### src/rtl/qpp_addr_gen.sv
// ---------------------------------------------------------------------------
// qpp_addr_gen
//
// Purpose:
//   Generates the LTE turbo-interleaver QPP read address
//   pi(i) = (f1*i + f2*i^2) mod K, one address per accepted step.
//   It has no multipliers. The address is built by incremental recursion:
//     pi(i+1) = (pi(i) + g(i)) mod K
//     g(i+1)  = (g(i) + 2*f2) mod K,   with g(0) = (f1 + f2) mod K
//   Each modular sum reduces with one conditional subtract, because both
//   operands are always < K.
//
// Ports:
//   clk         in   single clock, rising edge
//   reset       in   synchronous, active-high; overrides everything else
//   start       in   begins a block; honoured only in IDLE
//   block_size  in   0 = K_SMALL, 1 = K_LARGE; sampled on an accepted start
//   step        in   advances to the next address; honoured only in RUN
//   addr        out  current interleaved address pi(index)
//   addr_valid  out  addr is meaningful (high in RUN)
//   addr_last   out  index == K-1 while addr_valid
//   index       out  current linear index i
//   busy        out  high in RUN
// ---------------------------------------------------------------------------
module qpp_addr_gen #(
  parameter int W        = 13,
  parameter int K_SMALL  = 1056,
  parameter int F1_SMALL = 17,
  parameter int F2_SMALL = 66,
  parameter int K_LARGE  = 6144,
  parameter int F1_LARGE = 263,
  parameter int F2_LARGE = 480
) (
  input  logic         clk,
  input  logic         reset,
  input  logic         start,
  input  logic         block_size,
  input  logic         step,
  output logic [W-1:0] addr,
  output logic         addr_valid,
  output logic         addr_last,
  output logic [W-1:0] index,
  output logic         busy
);

  // Per-size constants, pre-reduced so every recursion operand is < K.
  localparam logic [W-1:0] K_S  = W'(K_SMALL);
  localparam logic [W-1:0] K_L  = W'(K_LARGE);
  localparam logic [W-1:0] G0_S = W'((F1_SMALL + F2_SMALL) % K_SMALL);
  localparam logic [W-1:0] G0_L = W'((F1_LARGE + F2_LARGE) % K_LARGE);
  localparam logic [W-1:0] D_S  = W'((2 * F2_SMALL) % K_SMALL);
  localparam logic [W-1:0] D_L  = W'((2 * F2_LARGE) % K_LARGE);

  typedef enum logic {
    IDLE = 1'b0,
    RUN  = 1'b1
  } state_t;

  state_t       state_reg, state_next;
  logic [W-1:0] addr_reg,  addr_next;
  logic [W-1:0] index_reg, index_next;
  logic [W-1:0] g_reg,     g_next;
  logic         size_reg,  size_next;

  logic [W-1:0] k_cur;
  logic [W-1:0] d_cur;
  logic         last_int;

  // (a + b) mod m for a, b < m. The sum is formed one bit wider so that
  // 2*(m-1) cannot overflow before the single conditional subtract.
  function automatic logic [W-1:0] mod_add(input logic [W-1:0] a,
                                           input logic [W-1:0] b,
                                           input logic [W-1:0] m);
    logic [W:0] s;
    s = {1'b0, a} + {1'b0, b};
    if (s >= {1'b0, m}) begin
      s = s - {1'b0, m};
    end
    return s[W-1:0];
  endfunction

  // K and 2*f2 follow the size latched at start, so block_size is ignored
  // during RUN.
  assign k_cur    = size_reg ? K_L : K_S;
  assign d_cur    = size_reg ? D_L : D_S;
  assign last_int = (state_reg == RUN) && (index_reg == (k_cur - W'(1)));

  always_ff @(posedge clk) begin
    if (reset) begin
      state_reg <= IDLE;
      addr_reg  <= '0;
      index_reg <= '0;
      g_reg     <= '0;
      size_reg  <= 1'b0;
    end else begin
      state_reg <= state_next;
      addr_reg  <= addr_next;
      index_reg <= index_next;
      g_reg     <= g_next;
      size_reg  <= size_next;
    end
  end

  always_comb begin
    state_next = state_reg;
    addr_next  = addr_reg;
    index_next = index_reg;
    g_next     = g_reg;
    size_next  = size_reg;

    unique case (state_reg)
      IDLE: begin
        if (start) begin
          state_next = RUN;
          size_next  = block_size;
          addr_next  = '0;
          index_next = '0;
          g_next     = block_size ? G0_L : G0_S;
        end
      end
      RUN: begin
        if (step) begin
          if (last_int) begin
            // The final step only leaves RUN. The recursion registers keep
            // their end-of-block values.
            state_next = IDLE;
          end else begin
            addr_next  = mod_add(addr_reg, g_reg, k_cur);
            g_next     = mod_add(g_reg, d_cur, k_cur);
            index_next = index_reg + W'(1);
          end
        end
      end
      default: state_next = IDLE;
    endcase
  end

  assign addr       = addr_reg;
  assign index      = index_reg;
  assign addr_valid = (state_reg == RUN);
  assign busy       = (state_reg == RUN);
  assign addr_last  = last_int;

endmodule

### config.mk
export PLATFORM = sky130hd
export DESIGN_NAME = qpp_addr_gen
export DESIGN_NICKNAME = d
export VERILOG_FILES = /design/src/rtl/qpp_addr_gen.sv
export SDC_FILE = /design/constraint.sdc
export NUM_CORES = 1
export LEC_CHECK = 0
export ABC_CLOCK_PERIOD_IN_PS = 4040
export CAP_MARGIN = 10
export CORE_ASPECT_RATIO = 1.25
export CORE_MARGIN = 3
export CORE_UTILIZATION = 52
export DETAILED_ROUTE_END_ITERATION = 7
export GPL_TIMING_DRIVEN = 0
export PLACE_DENSITY = 0.79
export SLEW_MARGIN = 40
export SYNTH_ARGS = -nofsm -noshare
export SYNTH_HDL_FRONTEND = slang
export SYNTH_SLANG_ARGS = --single-unit
### constraint.sdc
create_clock -name clk -period 4.04 [get_ports clk]
set_clock_uncertainty 0.1 [all_clocks]
set_input_delay 0.606 -clock clk [delete_from_list [all_inputs] [get_ports clk]]
set_output_delay 0.606 -clock clk [all_outputs]
set_load 0.01 [all_outputs]
==> impl_metrics.yaml <==
timing:
  final-hold-violation-count: 0
  tightest_slew_ns: 0.646
  report.final.setup_viol: 0
  timing.final.max_slew_violations: 0
  timing.slew.headroom_pct: 56.8
  finalCriticalPeriod_ns: 3.95
  final_cycle_share_pct: 97.8
  fmaxAchievable_mhz: 253
layout:
  design_area_um2: 4020
  antenna-diode-count: 0
  utilization_pct: 71.3
  num-nets-final: 484
  drive_above_1_share_pct: 16.9
  syn_to_final_growth_pct: 28.3
power_and_ir_drop:
  leak_pwr_nw: 1.58
  pwr-share-clk_pct: 32.6
  cellInternalPower_mw: 0.827
  p_switching_mw: 0.391
  power.share.switching_pct: 32.1
  vdd.ir_drop.worst_mv: 0.228
  power-per-cell-area_nw_per_um2: 303
  sequential_share_of_power_pct: 35.3
  comb_power_share_pct: 32.1
critical_path:
  cpPeakStageDelay_ns: 0.45
  cp_num_buf_inv: 1
  r2r_setup_slack_ns: 0.09
  reg2reg_depth: 14
  worst-path-max-fanout: 5
  crit_arrival_ns: 4.03
  reg2reg_capture_point: "addr[10]"
  cpMaxStageDelayCell: "sky130_fd_sc_hd__or4_4"
  critical_path.top_delay_family: "compound AO/OA/AOI/OAI gates"
  timing.critical_path.from_type: "flop"
  required_ns: 4.12
  class_of_the_most_critical_setup_path: "flop to flop"
  timing.rr.start: "addr[2]"
  path_cells: "ha_2, o211ai_1, o21ai_2, a221o_1, a21oi_2, xnor2_1, ha_2, nand3_4, or4_4, or4_4, o211ai_4, buf_6, mux2i_1, o21ai_1"
  cp-end-kind: "flop"
drt:
  drtAntennaViolNets: 0
  route.layer.met1.wl_mm: 3.61
  top_layer: "met4"
  drt_pass1_iterations: 4
  routed_wl_mm: 8.78
  routed_via_density: 6.24
  routed-wl-met3_um: 458
  drt_iter0_markers: 156
  drcViolationCount: 0
  routedWlPerCell_um: 17.1
  vias: 3201
  dr_wl_met2_mm: 4.42
place:
  placed_area_um2: 3540
  final_weighted_congestion_in_routability_driven_placement: 0.889
  place.detailed.hpwl_mm: 6.04
  count_of_buffers_from_port_buffering: 33
die:
  die_height_um: 92.7
  row_count: 30
  floorplan.initialDensity_pct: 55.6
  floorplan.core_area_um2: 5630
  dieWidth_um: 75.4
  floorplan.die_area_um2: 6990
  floorplan.io_pins: 34
hold_path:
  holdCritPathClass: "flop to flop"
  hold_path_end: "addr[11]"
  timing.hold.worst.start: "addr[11]"
  min_path_cells: 2
clock_network:
  clockRootBuffer: "sky130_fd_sc_hd__clkbuf_8"
  clock-sinks: 40
  clk-insertion-delay-late_ns: 0.30
  cts_buffers: 5
  ctsLongestPathBuffers: 2
  clock_tree_from_tritoncts: "yes"
  ctsHtreeMaxLevel: 2
  clk_pin_slew_worst_paths_ns: 0.09
run_status:
  status: "finished clean"
global_routing:
  grt_pass1_wl_mm: 14.3
  grt_util_all_layers_pct: 25.8
  globalRouteOverflowTotal: 0
  vias_in_the_first_global_route: 3099
  antenna_found_initial: 0
  grt_start_max_net_pins: 13
synthesis:
  post_synth_num_cell_types: 69
  synth_async_sr_flop_share_pct: 0
  synth_flop_cell: "sky130_fd_sc_hd__dfxtp_1"
  synth.avg_cell_area_um2: 8.02
  synthesis.yosys.warnings: 0
  post_synth_main_area_contributors: "sky130_fd_sc_hd__dfxtp_1 (26%), sky130_fd_sc_hd__ha_1 (12%), sky130_fd_sc_hd__nand2_1 (4.6%)"
  synth_area_um2: 3130
  syn_nets: 425
  synthMostInstantiatedCell: "sky130_fd_sc_hd__dfxtp_1"
  postSynthRegisterBits: 40
  yosysSeqAreaShare_pct: 25.6
  ys_top_cells_by_count: "sky130_fd_sc_hd__dfxtp_1 (40), sky130_fd_sc_hd__nand2_1 (38), sky130_fd_sc_hd__nor2_1 (38), sky130_fd_sc_hd__ha_1 (29), sky130_fd_sc_hd__a21oi_1 (25)"
  synth_top_area_share_pct: 25.6
  synth_area_leader_cell: "sky130_fd_sc_hd__dfxtp_1"
  synth_cells: 390
  synth-edff-count: 0
run:
  max-cap-violations: 0
-- cell type report --
| type | instances | area (µm²) |
|---|---|---|
| clock buffers | 5 | 68.8 |
| clock inverters | 2 | 60.1 |
| fillers | 439 | 1620 |
| plain buffers | 12 | 58.8 |
| inverters | 9 | 37.5 |
| flip-flops and latches | 40 | 816 |
| repair buffers | 54 | 498 |
| multi-input cells | 327 | 2400 |
| well taps | 64 | 80.1 |
-- metrics by stage --
stage	total power, mW	worst slack (ns)	setup TNS (ns)	hold WS, ns	std cells
finish	1.22	0.0880	0	0.381	513
global route	1.27	-0.0698	-0.0777	0.401	513
CTS	1.19	0.00403	0	0.382	507
detailed placement	0.756	-0.532	-5.84	0.371	487
global placement	0.748	-0.475	-5.05	0.359	487
floorplan	0.675	0.0316	0	0.349	390
-- power by group through the flow --
stage / combinational (mW) / sequential, mW / clock [mW]
4_1_cts: 0.366 / 0.429 / 0.400
3_3_place_gp: 0.311 / 0.437 / 0
3_5_place_dp: 0.318 / 0.438 / 0
2_1_floorplan: 0.241 / 0.434 / 0
6_report: 0.391 / 0.430 / 0.398
5_1_grt: 0.423 / 0.432 / 0.417
-- cells by family after synthesis --
family / share of synthesized area, %
AO/OA/AOI/OAI: 20.2
XOR/XNOR: 8.40
adder cells (fa/ha/maj): 12.2
buffers and inverters: 3.20
AND/OR/NAND/NOR: 26.4
multiplexers: 3.96
flip-flops: 25.6
-- worst reg2reg max path, stage by stage, from the launching register on --
cell,delay [ns]
sky130_fd_sc_hd__dfxtp_1,0.39
sky130_fd_sc_hd__ha_2,0.34
sky130_fd_sc_hd__o211ai_1,0.26
sky130_fd_sc_hd__o21ai_2,0.13
sky130_fd_sc_hd__a221o_1,0.34
sky130_fd_sc_hd__a21oi_2,0.18
sky130_fd_sc_hd__xnor2_1,0.11
sky130_fd_sc_hd__ha_2,0.40
sky130_fd_sc_hd__nand3_4,0.11
sky130_fd_sc_hd__or4_4,0.43
sky130_fd_sc_hd__or4_4,0.45
sky130_fd_sc_hd__o211ai_4,0.10
sky130_fd_sc_hd__buf_6,0.16
sky130_fd_sc_hd__mux2i_1,0.25
sky130_fd_sc_hd__o21ai_1,0.09
-- per-layer routing --
| layer | up-vias | GRT usage [%] |
|---|---|---|
| li1 | 1547 | - |
| met1 | 1507 | 30.9 |
| met2 | 117 | 42.9 |
| met3 | 30 | 5.10 |
| met4 | 0 | 12.1 |
| met5 | - | 0 |
-- cells in the final DEF (no fill, tap or decap), types with 3 or more instances in the layout --
cell type,instances
sky130_fd_sc_hd__clkbuf_1,8
sky130_fd_sc_hd__o21a_1,3
sky130_fd_sc_hd__clkbuf_8,5
sky130_fd_sc_hd__dfxtp_1,34
sky130_fd_sc_hd__clkdlybuf4s50_1,33
sky130_fd_sc_hd__xnor2_1,13
sky130_fd_sc_hd__nor2b_1,5
sky130_fd_sc_hd__nand2_1,38
sky130_fd_sc_hd__buf_4,20
sky130_fd_sc_hd__a21oi_1,21
sky130_fd_sc_hd__o211ai_1,3
sky130_fd_sc_hd__nand2b_1,8
sky130_fd_sc_hd__dfxtp_2,3
sky130_fd_sc_hd__nor3_1,14
sky130_fd_sc_hd__a211oi_1,4
sky130_fd_sc_hd__o22ai_1,3
sky130_fd_sc_hd__dfxtp_4,3
sky130_fd_sc_hd__o21ai_0,8
sky130_fd_sc_hd__xor2_1,16
sky130_fd_sc_hd__inv_1,6
sky130_fd_sc_hd__a31oi_1,4
sky130_fd_sc_hd__and3_1,6
sky130_fd_sc_hd__ha_2,4
sky130_fd_sc_hd__a21oi_2,5
sky130_fd_sc_hd__buf_2,3
sky130_fd_sc_hd__o21ai_1,10
sky130_fd_sc_hd__nor2_1,38
sky130_fd_sc_hd__ha_1,23
sky130_fd_sc_hd__nand3_1,19
sky130_fd_sc_hd__mux2i_1,9
sky130_fd_sc_hd__or3_1,4
sky130_fd_sc_hd__nand4_1,6
-- worst max path at each step --
| stage | cells past startpoint | slack [ns] | from | end |
|---|---|---|---|---|
| final | 14 | 0.09 | addr[2] | addr[10] |
| after global routing | 15 | -0.07 | addr[3] | addr[10] |
| after CTS | 16 | 0.004 | g_reg[0] | addr[6] |
| after detailed placement | 16 | -0.53 | size_reg | g_reg[7] |
| after global placement | 16 | -0.48 | size_reg | g_reg[7] |
| after floorplan | 16 | 0.03 | addr[0] | addr[7] |
-- timing repair --
action                                  CTS  global route
pin swaps                                13            11
buffers inserted                         14             6
cloned                                    1             0
endpoints found under the setup margin   15            15
resized for setup                        22            19
hold buffers                              0             0
(Power assumes the default switching activity.)
